[src/rtl/mem_boot_loader.sv]
// Byte-stream boot loader: parses a framed image from the UART, writes it word by word
// into the instruction/data memory backdoor and releases the CPU only on a good checksum.
module mem_boot_loader #(
    parameter int ADDRWIDTH = 12,
    parameter int TOWIDTH   = 20,
    parameter int TIMEOUT   = 1000000
) (
    input  logic                 i_hclk,
    input  logic                 i_hresetn,
    input  logic                 i_rx_valid,
    input  logic [7:0]           i_rx_data,
    input  logic                 i_start,
    output logic                 o_wr,
    output logic [ADDRWIDTH-1:0] o_wraddr,
    output logic [31:0]          o_wrdata,
    output logic                 o_cpu_hold,
    output logic                 o_done,
    output logic                 o_error,
    output logic [1:0]           o_errcode
);

    typedef enum logic [2:0] {
        S_IDLE,
        S_LEN0,
        S_LEN1,
        S_DATA,
        S_CHECK,
        S_DONE,
        S_ERR
    } state_t;

    localparam logic [7:0]         MAGIC   = 8'hA5;
    localparam logic [16:0]        MAX_LEN = 17'd1 << ADDRWIDTH;
    localparam logic [TOWIDTH-1:0] TO_MAX  = TOWIDTH'(TIMEOUT);

    state_t               r_state;
    logic [15:0]          r_len;
    logic [16:0]          r_wordCnt;
    logic [1:0]           r_byteCnt;
    logic [23:0]          r_shift;
    logic [7:0]           r_sum;
    logic [TOWIDTH-1:0]   r_toCnt;
    logic                 r_wr;
    logic [ADDRWIDTH-1:0] r_wraddr;
    logic [31:0]          r_wrdata;
    logic                 r_cpuHold;
    logic                 r_done;
    logic                 r_error;
    logic [1:0]           r_errcode;

    logic [15:0] w_len;
    logic        w_active;
    logic        w_timeout;

    assign w_len     = {i_rx_data, r_len[7:0]};
    assign w_active  = (r_state == S_LEN0) || (r_state == S_LEN1) ||
                       (r_state == S_DATA) || (r_state == S_CHECK);
    assign w_timeout = w_active && !i_rx_valid && (r_toCnt == TO_MAX);

    // Frame parser; the write register is separate from the shift register so a
    // back-to-back next word cannot disturb the data being written.
    always_ff @(posedge i_hclk or negedge i_hresetn) begin
        if (!i_hresetn) begin
            r_state   <= S_IDLE;
            r_len     <= '0;
            r_wordCnt <= '0;
            r_byteCnt <= '0;
            r_shift   <= '0;
            r_sum     <= '0;
            r_toCnt   <= '0;
            r_wr      <= 1'b0;
            r_wraddr  <= '0;
            r_wrdata  <= '0;
            r_cpuHold <= 1'b1;
            r_done    <= 1'b0;
            r_error   <= 1'b0;
            r_errcode <= 2'd0;
        end else begin
            r_wr <= 1'b0;
            if (r_wr) begin
                r_wraddr <= r_wraddr + 1'b1;
            end

            if (!w_active || i_rx_valid) begin
                r_toCnt <= '0;
            end else if (!w_timeout) begin
                r_toCnt <= r_toCnt + 1'b1;
            end

            case (r_state)
                S_IDLE: begin
                    if (i_rx_valid && (i_rx_data == MAGIC)) begin
                        r_state   <= S_LEN0;
                        r_sum     <= '0;
                        r_byteCnt <= '0;
                        r_wordCnt <= '0;
                        r_wraddr  <= '0;
                    end
                end
                S_LEN0: begin
                    if (i_rx_valid) begin
                        r_len[7:0] <= i_rx_data;
                        r_state    <= S_LEN1;
                    end
                end
                S_LEN1: begin
                    if (i_rx_valid) begin
                        r_len[15:8] <= i_rx_data;
                        if (w_len == 16'd0) begin
                            r_state <= S_CHECK;
                        end else if ({1'b0, w_len} > MAX_LEN) begin
                            r_state   <= S_ERR;
                            r_error   <= 1'b1;
                            r_errcode <= 2'd2;
                        end else begin
                            r_state <= S_DATA;
                        end
                    end
                end
                S_DATA: begin
                    if (i_rx_valid) begin
                        r_sum     <= r_sum + i_rx_data;
                        r_byteCnt <= r_byteCnt + 2'd1;
                        if (r_byteCnt == 2'd3) begin
                            r_wr      <= 1'b1;
                            r_wrdata  <= {i_rx_data, r_shift};
                            r_wordCnt <= r_wordCnt + 17'd1;
                            if ((r_wordCnt + 17'd1) == {1'b0, r_len}) begin
                                r_state <= S_CHECK;
                            end
                        end else begin
                            r_shift <= {i_rx_data, r_shift[23:8]};
                        end
                    end
                end
                S_CHECK: begin
                    if (i_rx_valid) begin
                        if (i_rx_data == r_sum) begin
                            r_state   <= S_DONE;
                            r_done    <= 1'b1;
                            r_cpuHold <= 1'b0;
                        end else begin
                            r_state   <= S_ERR;
                            r_error   <= 1'b1;
                            r_errcode <= 2'd1;
                        end
                    end
                end
                S_DONE, S_ERR: begin
                    if (i_start) begin
                        r_state   <= S_IDLE;
                        r_done    <= 1'b0;
                        r_error   <= 1'b0;
                        r_errcode <= 2'd0;
                        r_cpuHold <= 1'b1;
                        r_wraddr  <= '0;
                    end
                end
                default: r_state <= S_IDLE;
            endcase

            if (w_timeout) begin
                r_state   <= S_ERR;
                r_error   <= 1'b1;
                r_errcode <= 2'd3;
            end
        end
    end

    assign o_wr       = r_wr;
    assign o_wraddr   = r_wraddr;
    assign o_wrdata   = r_wrdata;
    assign o_cpu_hold = r_cpuHold;
    assign o_done     = r_done;
    assign o_error    = r_error;
    assign o_errcode  = r_errcode;

endmodule

[config.mk]
export PLATFORM = sky130hd
export DESIGN_NAME = mem_boot_loader
export DESIGN_NICKNAME = d
export VERILOG_FILES = /design/src/rtl/mem_boot_loader.sv
export SDC_FILE = /design/constraint.sdc
export NUM_CORES = 1
export LEC_CHECK = 0
export BUFFER_PORTS_ARGS = -buffer_cell sky130_fd_sc_hd__buf_2
export CAP_MARGIN = 20
export CORE_MARGIN = 2
export CORE_UTILIZATION = 25
export CTS_BUF_LIST = sky130_fd_sc_hd__clkbuf_2
export DETAILED_ROUTE_END_ITERATION = 10
export GPL_TIMING_DRIVEN = 0
export PLACE_DENSITY_LB_ADDON = 0.05
export SLEW_MARGIN = 20
export SYNTH_ARGS = -nofsm -noshare
export SYNTH_HDL_FRONTEND = slang
export SYNTH_SLANG_ARGS = --single-unit
[constraint.sdc]
create_clock -name i_hclk -period 3.34 [get_ports i_hclk]
set_input_delay 0.334 -clock i_hclk [delete_from_list [all_inputs] [get_ports i_hclk]]
set_output_delay 0.334 -clock i_hclk [all_outputs]
set_load 0.1 [all_outputs]
* Yosys cells after proc, flatten, opt, wreduce, memory -nomap -nowiden
Index checks and enable logic that the tools add are counted.
** Cells by class
- Bitwise operators :: 1
- Reductions and logical operators :: 24
- Order comparisons :: 1
- Add/sub/neg operators :: 5
- Eq/ne operators :: 29
- Muxes and demuxes :: 55
** Operator list (number)
- $mux 17 :: 3
- $mux 20 :: 2
- $mux 12 :: 3
- $pmux 17 s2 :: 1
- $mux 3 :: 11
- $ne 3x3->1 const B :: 8
- $pmux 12 s2 :: 1
- $add 20x1->20 const B :: 1
- $eq 20x20->1 const B :: 1
- $mux 2 :: 10
- $pmux 3 s6 :: 1
- $add 17x1->17 const B :: 1
- $eq 17x16->1 :: 1
- $gt 16x13->1 const B :: 1
- $logic_not 16->1 :: 1
- $mux 8 :: 2
- $pmux 8 s2 :: 1
- $mux 1 :: 15
- $add 12x1->12 const B :: 1
- $eq 3x3->1 const B :: 3
- $ne 3x2->1 const B :: 3
- $reduce_and 3->1 :: 3
- $add 8x8->8 :: 1
- $eq 8x8->1 :: 1
- other kinds (23) :: 39
** Word-level totals
- Word-level logic and storage cells :: 130
- Output and inout port bits :: 50
- Register bits after elaboration :: 140
- Bits of input ports :: 12

* Depth between registers and ports, before layout
Gate-level depths: netlist of run 1.
- Depth in word-level cells :: 8
- Gate-level depth with buffers :: 11
- Gate-level depth less buffers :: 8

* Least setup slack after synthesis of run 1
No wires, ideal clock.
- Path type :: register to register
- Start point :: register r_wordCnt[0]
- End point :: register r_state[1]
- Path slack :: 0.976 ns
- Buffers on the path :: 0
- Clock period less this slack :: 2.364 ns
- Data required time :: 3.221 ns
- Arrival :: 2.245 ns
- Cell stages (with the launch flop) :: 8
- Setup time :: 0.119 ns
- Cell sequence :: dfrtp_1 ha_1 nand3_1 or4_4 mux2_4 nor4_2 nand4_1 o21ba_1
** On the way
- Longest elaborated chain between the ends :: 4
** Ends and longest elaborated chain
- start, declared :: line 38 : logic [16:0] r_wordCnt;
- start signal, assigned :: line 127 : r_wordCnt <= r_wordCnt + 17'd1;
- $add 17x1->17 :: line 128 : if ((r_wordCnt + 17'd1) == {1'b0, r_len}) begin
- $eq 17x16->1 :: line 128
- $ne 3x2->1 (no line)
- $reduce_and 8->1 (no line)
- end signal, assigned :: line 129 : r_state <= S_CHECK;
- end signal, assigned :: line 139 : r_state <= S_DONE;
- end signal, assigned :: line 143 : r_state <= S_ERR;
- end, declared :: line 36 : state_t r_state;
Every way passes these cells.
A chain may end at the register's enable or synchronous reset.

* Worst setup path after layout of run 1
Same ends and word-level chain as after synthesis.

==> results.md, run 1 <==
- Synthesized flop and latch total: 140
- Share of flip-flops with an asynchronous set or reset: 1.00
- Syn Std Cell Area: 7060 um2
- Area of the core: 27800 um2
- Cell Count, Final, Fillers Out: 1192
- Routed length on met2: 9.52 mm
- Wire length per cell: 16.4 um
- Most common cell after layout, fill and taps aside: dfrtp_1
- Max cap viols: 0
- Power Dens Cells: 865 nW/um2
- Cell type group with the largest total delay on the critical path: simple AND/OR/NAND/NOR gates
- Met3 wire len: 607 um
- Status: completed
- H-tree depth: 4
- Post-Synthesis Net Count: 734
- Count of pins over their slew limit: 0
- Number of detailed-route iterations in the first pass: 5
- Clock Root Buffer: clkbuf_2
- Cell with the largest stage delay on the worst path: or4_4
- Sequential element share of the synthesized area: 0.496
- Clock input transition at the sequential cells of the worst setup and hold paths: 0.28 ns
- Final setup viols: 0
- Slew margin rel.: 0.434
- Via count of the first global-routing pass: 5641
- Setup repair after global routing missed its margin: no
- Top routing layer in use: met4
- Residual overflow from global routing: 0
- Final ANT Viol Nets: 0
- Bufs on Longest Clock Path: 2
- EDFF count, synth: 0
- Number of buffer and inverter stages on the critical path: 0
- Routed via count: 5501
- VDD IR-drop max: 0.000456 V
- Clock latency at the later pin of the worst-skew pair: 0.74 ns
- Category of the critical setup timing path: reg2reg
- Routed WL: 19.5 mm
- Data required time of the worst path: 3.98 ns
- Actual slew at the worst max-slew pin: 0.840 ns
- Type of element launching the critical path: register
- Final design utilization: 0.297
- Initial Utilization: 0.254
- Distinct cell type count of the synthesized netlist: 71
- Total routing resource utilization after global routing: 0.141
- Met1 Routed Length: 9.24 mm
- Final cycle utilization of the critical path: 0.923
- Clock Sinks: 140
- Final #Nets: 824
- Per-instance average area after synthesis: 9.96 um2
- DR vias/cell: 4.61
- Half-perimeter wire length after placement: 14.0 mm
- Routability cong.: 0.802
- DRC violations left: 0
- IO Port Bufs: 59
- Setup crit end kind: register
- Maximum fanout along the worst path: 7
- Io pins: 62
- Endpoints failing hold: 0
- Horizontal die dimension: 172 um
- Multi-input logic area: 3350 um2
- Total instance count after detailed placement: 1147
- Biggest cell delay along the critical path: 0.57 ns
- Antenna violations before repair: 1
- Clock Skews: 0.0460 ns
- Global-route wire length before repair: 31.8 mm
- Fillers: 2964
- CP Cell Sequence: ha_1 > nand3_1 > or4_4 > mux2_4 > nor4_2 > nand4_1 > o21ba_1
- Most frequent cells in the layout: 139 x dfrtp_1, 112 x nand2_1, 64 x buf_2
- Maximum number of pins on one net before global-route repair: 73
- Y dimension of the die: 172 um
- Layout Area Growth over Synthesis: 16.6%
- Die footprint: 29600 um2
- Number of CTS-inserted buffers: 17
- Row Count: 61
- Fraction of layout cells with a size suffix above 1: 0.206
- Achievable clock frequency: 324 MHz
- HP Class: in2reg
- Most frequently used flop master after synthesis: dfrtp_1
- Cells after synthesis: 709
- Register area: 3500 um2
- Worst EP arrival: 3.72 ns
- Minimum clock period: 3.08 ns
- Static power due to leakage: 3.80 nW
- Number of violations reported at the end of detailed-routing iteration 0: 238
- TritonCTS clock tree: yes
- Warnings, synthesis: 0
==> logic make-up (layout without fill, tap and decap cells) <==
logic type	Yosys count	count (layout)	synth area share
buffers and inverters	50	153	0.0303
other	0	2	0
DFF	140	140	0.496
and+or+nand+nor	291	291	0.202
AOI/OAI and AO/OA	113	113	0.103
adders and majority gates	13	13	0.0241
muxes	51	51	0.0813
xor gates and xnor gates	51	51	0.0632
==> through the flow <==
step	area [um2]	power (mW)	setup TNS (ns)	hold slack, ns	setup WS (ns)
5_1_grt	8240	7.64	0	0.00887	0.135
3_5_place_dp	7870	6.12	0	0.343	0.176
2_1_floorplan	7060	5.35	0	0.0384	0.976
4_1_cts	8210	7.25	0	0.00307	0.152
3_3_place_gp	7830	6.08	-33.77	0.459	-0.255
6_report	8240	7.13	0	0.127	0.256
==> worst paths after layout <==
| path | cells after the start | endpoint | slack (ns) | startpoint |
|---|---|---|---|---|
| worst min register to register | 2 | o_wrdata[7] | 0.50 | r_shift[7] |
| min in group asynchronous | 3 | o_wrdata[5] | 0.61 | i_hresetn |
| max in group asynchronous | 4 | r_len[10] | 1.93 | i_hresetn |
| worst max register to register | 7 | r_state[1] | 0.26 | r_wordCnt[0] |
| worst min-delay path | 2 | r_shift[20] | 0.13 | i_rx_data[4] |
| worst max-delay path | 7 | r_state[1] | 0.26 | r_wordCnt[0] |
==> final cells by class <==
| type | count | area share |
|---|---|---|
| flip-flops and latches | 140 | 0.425 |
| diodes | 2 | 0.000607 |
| repair buffers | 71 | 0.0538 |
| multi-input cells | 519 | 0.406 |
| clock inverters | 15 | 0.0202 |
| well taps | 378 | 0.0574 |
| plain buffers | 37 | 0.0200 |
| inverters | 13 | 0.00592 |
| clock buffers | 17 | 0.0103 |
==> Yosys cell counts (2+ instances only) <==
master / instances / share of area
dfrtp_1: 139 / 0.49
nand2_1: 112 / 0.060
nor2_1: 59 / 0.031
mux2_2: 47 / 0.075
o21ai_0: 36 / 0.026
xor2_1: 33 / 0.041
nand3_1: 28 / 0.020
a21oi_1: 24 / 0.017
clkbuf_1: 22 / 0.012
xnor2_1: 18 / 0.022
nand4_1: 14 / 0.012
inv_1: 13 / 0.0069
ha_1: 12 / 0.021
nor3_1: 12 / 0.0085
and3_1: 11 / 0.0097
o31ai_1: 9 / 0.0096
buf_2: 6 / 0.0043
nand2b_1: 6 / 0.0053
or3_1: 6 / 0.0053
a22o_1: 5 / 0.0062
buf_1: 5 / 0.0027
nor2b_1: 5 / 0.0044
nor4_1: 5 / 0.0044
o41ai_1: 5 / 0.0062
or2_2: 5 / 0.0044
or4_1: 5 / 0.0053
a21o_1: 4 / 0.0043
a31oi_1: 4 / 0.0035
nor4b_1: 4 / 0.0050
o211ai_1: 4 / 0.0043
buf_4: 3 / 0.0032
mux2i_1: 3 / 0.0043
a2111oi_0: 2 / 0.0025
and2_1: 2 / 0.0018
and4_1: 2 / 0.0025
nor3b_1: 2 / 0.0021
o21bai_1: 2 / 0.0021
o22ai_1: 2 / 0.0018
==> where the power goes <==
part           internal, mW  switching, mW
clock                 0.263          0.805
combinational         0.939           2.48
sequential             2.22          0.420
total                  3.42           3.71
==> flip-flops by register name (all words and copies together), names as in the netlist <==
name        flops
o_cpu_hold      1
o_done          1
o_errcode       2
o_error         1
o_wr            1
o_wraddr       12
o_wrdata       32
r_byteCnt       2
r_len          16
r_shift        24
r_state         3
r_sum           8
r_toCnt        20
r_wordCnt      17
==> per-layer routing <==
metal,vias to the layer above,track usage
li1,2675,-
met1,2724,0.185
met2,93,0.241
met3,9,0.0252
met4,0,0.0332
met5,-,0
==> timing repair <==
action,CTS,global route
hold buffers,9,2
endpoints found under the setup margin,0,9
gates resized for setup,0,1
hold endpoints to repair,161,4
buffers inserted,0,0
(Power assumes the default switching activity.)
==> run 2, diff against run 1 <==
- clock period: 3.34 -> 2.7 ns (I/O delays scaled with it)
==> results.md, run 2 (synthesis results as in run 1) <==
- Final cycle utilization of the critical path: 0.950 (+0.0263)
- Clock latency at the later pin of the worst-skew pair: 0.74 ns (about the same)
- Initial Utilization: 0.254 (unchanged)
- Row Count: 61 (unchanged)
- Number of detailed-route iterations in the first pass: 6 (+1)
- Io pins: 62 (unchanged)
- H-tree depth: 4 (unchanged)
- HP Class: in2reg
- Max cap viols: 0 (unchanged)
- Setup crit end kind: register
- Horizontal die dimension: 172 um (unchanged)
- Clock Skews: 0.0499 ns (+0.00387 ns)
- Crit Reg-Reg Startpoint: r_wordCnt[1]
- CP Cell Sequence: ha_4 > nand3_2 > or4_4 > mux2_4 > nor4_2 > nand4_1 > buf_4 > o21ba_1
- Most frequent cells in the layout: 138 x dfrtp_1, 111 x nand2_1, 65 x buf_2
- Final design utilization: 0.299 (+0.00266)
- Clock Root Buffer: clkbuf_2
- Final #Nets: 828 (+0.49%)
- Cell type group with the largest total delay on the critical path: simple AND/OR/NAND/NOR gates
- Maximum fanout along the worst path: 7 (unchanged)
- VDD IR-drop max: 0.000565 V (+24%)
- Final ANT Viol Nets: 0 (unchanged)
- Area of the core: 27800 um2 (unchanged)
- Clock Sinks: 140 (unchanged)
- Fillers: 2954 (-0.34%)
- Number of buffer and inverter stages on the critical path: 1 (+1)
- Via count of the first global-routing pass: 5676 (+0.62%)
- Wire length per cell: 16.4 um (+0.17%)
- Top routing layer in use: met4
- Clock input transition at the sequential cells of the worst setup and hold paths: 0.30 ns (+0.02 ns)
- Power Dens Cells: 1070 nW/um2 (+23%)
- DR vias/cell: 4.62 (about the same)
- Met3 wire len: 561 um (-7.6%)
- Final setup viols: 0 (unchanged)
- Type of element launching the critical path: register
- Die footprint: 29600 um2 (unchanged)
- TritonCTS clock tree: yes
- Achievable clock frequency: 390 MHz (+20%)
- Total routing resource utilization after global routing: 0.142 (+0.00103)
- Total power: 8.86 mW (+24%)
- Slew margin rel.: 0.532 (+0.0982)
- Worst EP arrival: 3.20 ns (-0.52 ns)
- Residual overflow from global routing: 0 (unchanged)
- Routed length on met2: 9.60 mm (+0.83%)
- Setup ws final: 0.136 ns (-0.120 ns)
- Setup repair after global routing missed its margin: no
- Cell with the largest stage delay on the worst path: or4_4
- Actual slew at the worst max-slew pin: 0.699 ns (-0.141 ns)
- Layout Area Growth over Synthesis: 17.7%
- Routability cong.: 0.802 (unchanged)
- Most common cell after layout, fill and taps aside: dfrtp_1
- Biggest cell delay along the critical path: 0.54 ns (-0.03 ns)
- Routed WL: 19.6 mm (+0.50%)
- Count of pins over their slew limit: 0 (unchanged)
- Y dimension of the die: 172 um (unchanged)
- Static power due to leakage: 3.82 nW (+0.61%)
- Data required time of the worst path: 3.34 ns (-0.64 ns)
- IO Port Bufs: 59 (unchanged)
- Routed via count: 5521 (+0.36%)
- Number of violations reported at the end of detailed-routing iteration 0: 277 (+16%)
- Category of the critical setup timing path: reg2reg
- Flip-flop count of the largest register, all copies and words added: 32 (unchanged)
- Number of CTS-inserted buffers: 17 (unchanged)
- DRC violations left: 0 (unchanged)
- Setup slack at placement: -0.464 ns (-0.640 ns)
- Half-perimeter wire length after placement: 14.0 mm (unchanged)
- Fraction of layout cells with a size suffix above 1: 0.219 (+0.0137)
- Endpoints failing hold: 0 (unchanged)
- Min-Delay Startpoint: i_rx_data[7]
- Multi-input logic area: 3380 um2 (+1.1%)
- Critical path origin: r_wordCnt[1]
- Bufs on Longest Clock Path: 2 (unchanged)
- Met1 Routed Length: 9.30 mm (+0.69%)
- Register area: 3510 um2 (about the same)
- Maximum number of pins on one net before global-route repair: 73 (unchanged)
- Antenna violations before repair: 1 (unchanged)
- Status: completed
- Global-route wire length before repair: 32.0 mm (+0.65%)
- Minimum clock period: 2.56 ns (-0.520 ns)
[run 2: cell types whose count changed in the layout (fill, tap and decap cells not counted), sizes merged]
cell / change
buf: +4
clkbuf: -1
dlygate4sd3: +1
[run 2: worst paths after layout]
check                                    end  slack, ns  depth (start not counted)
worst max register to register    r_state[1]       0.14                          8
worst min-delay path            o_wrdata[31]       0.16                          2
max in group asynchronous               o_wr       1.33                          4
worst max-delay path              r_state[1]       0.14                          8
worst min register to register    o_cpu_hold       0.50                          2
min in group asynchronous        r_toCnt[15]       0.55                          3
[run 2: repair_timing]
action | 4_1_cts | 5_1_grt
setup buffers | 3 | 0
gates resized for setup | 6 | 10
endpoints found under the hold margin | 171 | 0
setup endpoints to repair | 48 | 37
pin swaps | 1 | 0
hold buffers | 13 | 0
[run 2: stage by stage]
step,instances,hold slack [ns],TNS [ns],area [um2]
after floorplan,709,-0.0256,0,7060
after global placement,1146,0.459,-129.32,7830
after detailed placement,1147,0.279,-15.93,7870
after CTS,1194,0.111,0,8290
after global routing,1196,0.116,0,8310
final,1196,0.161,0,8310
[run 2: layout make-up]
cell class	instances	share of cell area
multi-input cells	519	0.407
well taps	378	0.0569
diodes	2	0.000602
inverters	13	0.00587
repair buffers	76	0.0578
flip-flops and latches	140	0.422
clock inverters	15	0.0200
plain buffers	36	0.0197
clock buffers	17	0.0102
[run 2: power by group]
part           internal [mW]  total (mW)  switching, mW
sequential              2.75        3.26          0.517
clock                  0.325        1.32          0.996
combinational           1.18        4.27           3.09
total                   4.25        8.86           4.61
[run 2: metal layers]
metal | track usage | vias to the layer above
met2 | 0.241 | 83
met3 | 0.0252 | 9
met1 | 0.188 | 2742
li1 | - | 2687
met4 | 0.0332 | 0
met5 | 0 | -
